--- config.mk ---
export PLATFORM = sky130hd
export DESIGN_NAME = ahb3lite_fifo_slave
export DESIGN_NICKNAME = d
export VERILOG_FILES = /design/src/rtl/ahb3lite_fifo_slave.sv
export SDC_FILE = /design/constraint.sdc
export NUM_CORES = 1
export LEC_CHECK = 0
export CELL_PAD_IN_SITES_DETAIL_PLACEMENT = 0
export CELL_PAD_IN_SITES_GLOBAL_PLACEMENT = 1
export CORE_UTILIZATION = 41
export CTS_BUF_LIST = sky130_fd_sc_hd__clkbuf_2
export DETAILED_ROUTE_END_ITERATION = 12
export PLACE_DENSITY_LB_ADDON = 0.1
export SYNTH_ARGS = -nofsm -noshare
export SYNTH_HDL_FRONTEND = slang
export SYNTH_SLANG_ARGS = --single-unit
--- constraint.sdc ---
create_clock -name CLK -period 3.12 [get_ports CLK]
set_clock_uncertainty 0.05 [all_clocks]
set_input_delay 0.78 -clock CLK [delete_from_list [all_inputs] [get_ports CLK]]
set_output_delay 0.78 -clock CLK [all_outputs]
set_load 0.02 [all_outputs]
--- src/rtl/ahb3lite_fifo_slave.sv ---
// ahb3lite_fifo_slave
//   AHB3-Lite slave that tunnels each bus transfer over a byte transport.
//   Every accepted beat is serialized into a request byte stream on an
//   outbound FIFO (cmd, 4 address bytes, write data) and completed by
//   parsing a response byte stream from an inbound FIFO (status, read data).
//   One transfer is outstanding at a time.
//
// Ports
//   CLK, RESETn          clock, asynchronous active-low reset
//   HSEL..HREADY         AHB3-Lite slave inputs (HBURST/HPROT ignored)
//   HRDATA/HRESP/HREADYOUT  AHB3-Lite slave outputs
//   WREN/WRFULL/WRDATA   outbound (request) FIFO write port
//   RDEN/RDEMPTY/RDDATA  inbound (response) FIFO read port, RDDATA valid
//                        the cycle after RDEN
//   SYNC_LOST            sticky: a response timeout desynchronized the link
module ahb3lite_fifo_slave #(
  parameter int TIMEOUT    = 4096,
  parameter int TCNT_WIDTH = 13
) (
  input  logic        CLK,
  input  logic        RESETn,
  input  logic        HSEL,
  input  logic [31:0] HADDR,
  input  logic [31:0] HWDATA,
  input  logic [1:0]  HTRANS,
  input  logic [2:0]  HSIZE,
  input  logic [2:0]  HBURST,
  input  logic [3:0]  HPROT,
  input  logic        HWRITE,
  input  logic        HREADY,
  output logic [31:0] HRDATA,
  output logic        HRESP,
  output logic        HREADYOUT,
  output logic        WREN,
  input  logic        WRFULL,
  output logic [7:0]  WRDATA,
  output logic        RDEN,
  input  logic        RDEMPTY,
  input  logic [7:0]  RDDATA,
  output logic        SYNC_LOST
);

  typedef enum logic [3:0] {
    S_IDLE, S_CMD, S_ADDR, S_WDATA, S_RSTAT, S_RDATA, S_DONE, S_ERR1, S_ERR2
  } state_t;

  // Count value at which the current wait has lasted TIMEOUT cycles.
  localparam logic [TCNT_WIDTH-1:0] TLIM =
    (TIMEOUT == 0) ? '0 : TCNT_WIDTH'(TIMEOUT - 1);

  state_t                r_state, w_state_next;
  logic [31:0]           r_addr;
  logic [1:0]            r_size;
  logic                  r_write;
  logic [31:0]           r_wdata;
  logic                  r_accept_d;
  logic [1:0]            r_bcnt;
  logic [TCNT_WIDTH-1:0] r_tcnt;
  logic                  r_rd_inflight;
  logic                  r_sync_lost;
  logic [31:0]           r_hrdata;

  logic       w_addr_phase_ok;
  logic       w_accept;
  logic       w_misalign;
  logic       w_local_err;
  logic       w_req_state;
  logic       w_rsp_state;
  logic       w_wait;
  logic       w_timeout;
  logic       w_rbyte;
  logic [1:0] w_nm1;
  logic [1:0] w_lane;
  logic       w_unused;

  assign w_unused = ^{HBURST, HPROT, HTRANS[0]};

  // An address phase completes whenever our HREADYOUT is high, so a
  // pipelined beat presented during DONE/ERR2 is taken as well as in IDLE.
  assign w_addr_phase_ok = (r_state == S_IDLE) || (r_state == S_DONE) ||
                           (r_state == S_ERR2);
  assign w_accept    = HSEL && HREADY && HTRANS[1] && w_addr_phase_ok;
  assign w_misalign  = ((HSIZE == 3'd1) && HADDR[0]) ||
                       ((HSIZE == 3'd2) && (HADDR[1:0] != 2'b00));
  assign w_local_err = (HSIZE > 3'd2) || w_misalign || r_sync_lost;

  // Number of data bytes minus one: size 0/1/2 -> 0/1/3.
  assign w_nm1  = {r_size[1], |r_size};
  assign w_lane = r_addr[1:0] + r_bcnt;

  assign w_req_state = (r_state == S_CMD) || (r_state == S_ADDR) ||
                       (r_state == S_WDATA);
  assign w_rsp_state = (r_state == S_RSTAT) || (r_state == S_RDATA);

  assign WREN = w_req_state && !WRFULL;
  // Only one inbound read in flight: RDDATA is consumed before the next RDEN.
  assign RDEN = w_rsp_state && !RDEMPTY && !r_rd_inflight;

  assign w_wait    = w_rsp_state && !r_rd_inflight && RDEMPTY;
  assign w_timeout = (TIMEOUT != 0) && w_wait && (r_tcnt == TLIM);
  assign w_rbyte   = (r_state == S_RDATA) && r_rd_inflight;

  always_comb begin
    WRDATA = 8'h00;
    case (r_state)
      S_CMD:   WRDATA = {5'b0, r_write, r_size};
      S_ADDR:  WRDATA = r_addr[{r_bcnt, 3'b000} +: 8];
      S_WDATA: WRDATA = r_wdata[{w_lane, 3'b000} +: 8];
      default: WRDATA = 8'h00;
    endcase
  end

  assign HREADYOUT = (r_state == S_IDLE) || (r_state == S_DONE) ||
                     (r_state == S_ERR2);
  assign HRESP     = (r_state == S_ERR1) || (r_state == S_ERR2);
  assign HRDATA    = r_hrdata;
  assign SYNC_LOST = r_sync_lost;

  always_ff @(posedge CLK or negedge RESETn) begin
    if (!RESETn) r_state <= S_IDLE;
    else         r_state <= w_state_next;
  end

  always_comb begin
    w_state_next = r_state;
    case (r_state)
      S_IDLE, S_DONE, S_ERR2: begin
        if (w_accept) w_state_next = w_local_err ? S_ERR1 : S_CMD;
        else          w_state_next = S_IDLE;
      end
      S_CMD:
        if (WREN) w_state_next = S_ADDR;
      S_ADDR:
        if (WREN && (r_bcnt == 2'd3)) w_state_next = r_write ? S_WDATA : S_RSTAT;
      S_WDATA:
        if (WREN && (r_bcnt == w_nm1)) w_state_next = S_RSTAT;
      S_RSTAT: begin
        if (w_timeout)                w_state_next = S_ERR1;
        else if (r_rd_inflight) begin
          if (RDDATA != 8'h00)        w_state_next = S_ERR1;
          else                        w_state_next = r_write ? S_DONE : S_RDATA;
        end
      end
      S_RDATA: begin
        if (w_timeout)                          w_state_next = S_ERR1;
        else if (w_rbyte && (r_bcnt == w_nm1))  w_state_next = S_DONE;
      end
      S_ERR1:  w_state_next = S_ERR2;
      default: w_state_next = S_IDLE;
    endcase
  end

  always_ff @(posedge CLK or negedge RESETn) begin
    if (!RESETn) begin
      r_addr        <= '0;
      r_size        <= '0;
      r_write       <= 1'b0;
      r_wdata       <= '0;
      r_accept_d    <= 1'b0;
      r_bcnt        <= '0;
      r_tcnt        <= '0;
      r_rd_inflight <= 1'b0;
      r_sync_lost   <= 1'b0;
      r_hrdata      <= '0;
    end else begin
      r_accept_d    <= w_accept;
      r_rd_inflight <= RDEN;
      if (w_accept) begin
        r_addr  <= HADDR;
        r_size  <= HSIZE[1:0];
        r_write <= HWRITE;
      end
      // HWDATA belongs to the first data-phase cycle.
      if (r_accept_d) r_wdata <= HWDATA;
      // Byte index restarts on every state change.
      if (w_state_next != r_state)  r_bcnt <= '0;
      else if (WREN || w_rbyte)     r_bcnt <= r_bcnt + 2'd1;
      if (w_rbyte) r_hrdata[{w_lane, 3'b000} +: 8] <= RDDATA;
      // Only response-side waits count; request stalls never time out.
      if (!w_rsp_state || r_rd_inflight) r_tcnt <= '0;
      else if (w_wait)                   r_tcnt <= r_tcnt + TCNT_WIDTH'(1);
      if (w_timeout) r_sync_lost <= 1'b1;
    end
  end

endmodule

==> impl_metrics.csv <==
group,metric,value,unit
power_and_ir_drop,ir_drop,400,uV
cells_and_area,nets,761,
sta,fin_ws,-0.230,ns
setup_path,crit_buf_inv,4,
synthesis,syn_area,5750,um2
sta,rsz0062_at_grt,"yes",
synthesis,synth_most_common_cell,"dfrtp_1",
clock_tree,cts_sinks,121,
synthesis,synthTopCellsByArea,"dfrtp_1 (53%), mux2_2 (13%), nand2_1 (6.2%)",
synthesis,post_synth_xor_area_fraction,0.0226,
setup_path,required,2.29,ns
floorplanning,dieArea,14500,um2
sta,finalSetupTns,-1.54,ns
cells_and_area,drive_gt1_frac,0.294,
cells_and_area,finalNonFillerCells,847,
synthesis,ys.flop_type,"dfrtp_1",
global_route,grt_max_degree,52,
sta,slew_violations,0,
clock_tree,cts_tree,"done",
floorplanning,num_rows,42,
sta,setup_viol,8,
setup_path,startpoint_type,"flip-flop",
synthesis,ys_async_sr_fraction,1.00,
cells_and_area,area_growth,34.6,%
global_route,grt_pass1_wl,21400,um
synthesis,synth_compound_area_frac,0.0703,
floorplanning,start_util,0.427,
detailed_routing,wire_per_inst,15.6,um
synthesis,synth_top_family_by_area,"multiplexers",
place,place_inst,805,
setup_path,crit_slowest_cell,"dfrtp_1",
cells_and_area,seqCellArea,3030,um2
setup_path,crit_top_cell,"buf_6",
global_route,busiest_layer,"met2",
global_route,gr-usage-met2,0.302,
global_route,grt_util_met3,0.0637,
synthesis,ys_seq_elements,121,
global_route,first_global_vias,4284,
clock_tree,clockRootBuffer,"clkbuf_2",
global_route,grt_overflow,0,
min_path,hold_class,"flip-flop to flip-flop",
place,place_congestion,0.805,
place,pre_cts_ws,-0.231,ns
sta,slew_headroom,0.681,
synthesis,yosysSeqAreaShare,0.527,
run_status,violations,"setup timing",
clock_tree,clk_path_buf_depth,2,
synthesis,synth.area.mux_share,0.202,
power_and_ir_drop,p_leak,0.00329,uW
synthesis,synth.net_count,592,
run_status,status,"finished with violations",
synthesis,yosys.area.top_type_share,0.527,
global_route,met1_usage,0.249,
place,dp_hpwl,9910,um
synthesis,yosysUniqueCellTypes,54,
floorplanning,core,13500,um2
synthesis,synth_commonest_cells,"dfrtp_1 (121), nand2_1 (95), mux2_2 (68)",
synthesis,synth_top_cell_by_area,"dfrtp_1",
synthesis,avgSynthCellArea,11.7,um2
setup_path,critPathMaxFanout,4,
setup_path,critical_path_class,"flip-flop to primary output",
detailed_routing,drt-pass1-iter-count,8,
power_and_ir_drop,finalPower,6190,uW
synthesis,synth_cells,493,
global_route,track_usage,0.195,
synthesis,yosys_warnings,0,
detailed_routing,wl,13200,um
place,port_buffers,127,
detailed_routing,vias,4304,
floorplanning,die_height,120,um
synthesis,synthSimpleGateAreaFrac,0.133,
floorplanning,io_pins,136,
setup_path,cpPeakStageDelay,0.43,ns
cells_and_area,n_fill_cell,1197,
floorplanning,die_w,120,um
clock_tree,h-tree-depth,4,
sta,tightest_slew,0.478,ns
sta,hold_viol,0,
synthesis,synth_edf_count,0,
detailed_routing,drtIter0Drc,218,
setup_path,crit_path_end_kind,"primary output",
setup_path,cp.arrival,2.52,ns
power_and_ir_drop,p_per_area,800,nW/um2
detailed_routing,viasPerCell,5.08,
clock_tree,clk_pin_slew,0.15,ns
run,maxCapViolCount,0,
sta,finalCritPeriodShare,1.07,
global_route,antenna_found_initial,1,
clock_tree,insertion_delay,0.68,ns
setup_path,crit_chain,"ha_4 > xor2_4 > xnor2_2 > buf_6 > buf_6 > buf_6 > mux4_2 > nand2_2 > a21oi_2 > buf_4",
sta,clock.fmax,0.298,GHz
sta,fin_crit,3.35,ns
detailed_routing,drc_errors,0,
clock_tree,cts_buffers,17,
synthesis,synthAdderAreaFrac,0.0174,
setup_path,crit_family,"buffers and inverters",
cells_and_area,multi_input_area,2660,um2
detailed_routing,postRouteAntennaNets,0,
-- power by group --
group          internal [uW]  switching (uW)  leakage [uW]
registers               2140             353       0.00139
clock network            190             527      0.000105
logic                   1620            1360       0.00179
total                   3950            2240       0.00329
-- final timing paths --
kind                       startpoint           to  slack [ns]  cells past startpoint
max                         r_addr[0]    WRDATA[3]       -0.23                     10
min                        HRDATA[31]   HRDATA[31]        0.45                      2
max reg2reg                 r_addr[0]   HRDATA[24]        0.42                     15
min reg2reg                HRDATA[31]   HRDATA[31]        0.45                      2
max in group asynchronous      RESETn  r_wdata[23]        1.83                      3
min in group asynchronous      RESETn   HRDATA[19]        0.50                      2
-- registers in the layout, indices dropped and copies added, names as in the netlist --
register,count
HRDATA,32
SYNC_LOST,1
r_accept_d,1
r_addr,32
r_bcnt,2
r_rd_inflight,1
r_size,2
r_state,4
r_tcnt,13
r_wdata,32
r_write,1
-- cell families after synthesis --
group	Yosys count
XOR/XNOR	14
flip-flops	121
adder cells (fa/ha/maj)	8
AND/OR/NAND/NOR	163
multiplexers	87
AO/OA/AOI/OAI	69
buffers and inverters	31
-- metrics by stage --
stage	hold WS (ns)	instance area [um2]	util
6_report	0.446	7740	0.575
4_1_cts	0.430	7680	0.571
3_3_place_gp	0.413	7380	0.549
5_1_grt	0.468	7740	0.575
2_1_floorplan	0.422	5750	-
3_5_place_dp	0.420	7380	0.549
-- timing repair --
action | in CTS | in global routing
hold buffers | 1 | 0
cloned | 0 | 0
gates resized for setup | 73 | 9
setup buffers | 12 | 2
pin swaps | 13 | 6
endpoints found under the setup margin | 12 | 9
hold endpoints to repair | 24 | 0
-- worst register-to-register path, delay by kind of cell, from the launching register on --
family / cells / cell delay [ns]
flops: 1 / 0.43
fa+ha+maj: 2 / 0.45
xor+xnor: 2 / 0.29
compound gates: 1 / 0.15
buf+inv: 8 / 1.02
simple gates: 2 / 0.25
-- layout make-up --
cell class | instances | share of cell area
sequential | 121 | 0.392
multi-input combinational | 341 | 0.343
timing repair buffer | 174 | 0.215
inverter | 7 | 0.00340
antenna | 1 | 0.000323
tap | 176 | 0.0285
clock inverter | 6 | 0.00404
clock buffer | 21 | 0.0136
-- layer usage --
| metal | wire (um) | vias to the layer above | share of wire |
|---|---|---|---|
| met5 | 0 | - | 0 |
| met4 | 303 | 0 | 0.023 |
| met3 | 790 | 24 | 0.060 |
| met2 | 6290 | 109 | 0.47 |
| met1 | 5860 | 2093 | 0.44 |
| li1 | - | 2078 | - |
-- cell usage in the layout (no fill, tap or decap), types with 7 or more instances in the layout --
master           count
clkbuf_2            21
a21oi_1             12
dfrtp_1            118
buf_6                8
nand2_1             91
mux4_2              15
ha_1                 7
xor2_1               9
mux2_2              68
clkdlybuf4s50_1    114
buf_4               43
nor2_1              22
o21ai_1              9
o21ai_0             28
(Power assumes the default switching activity.)
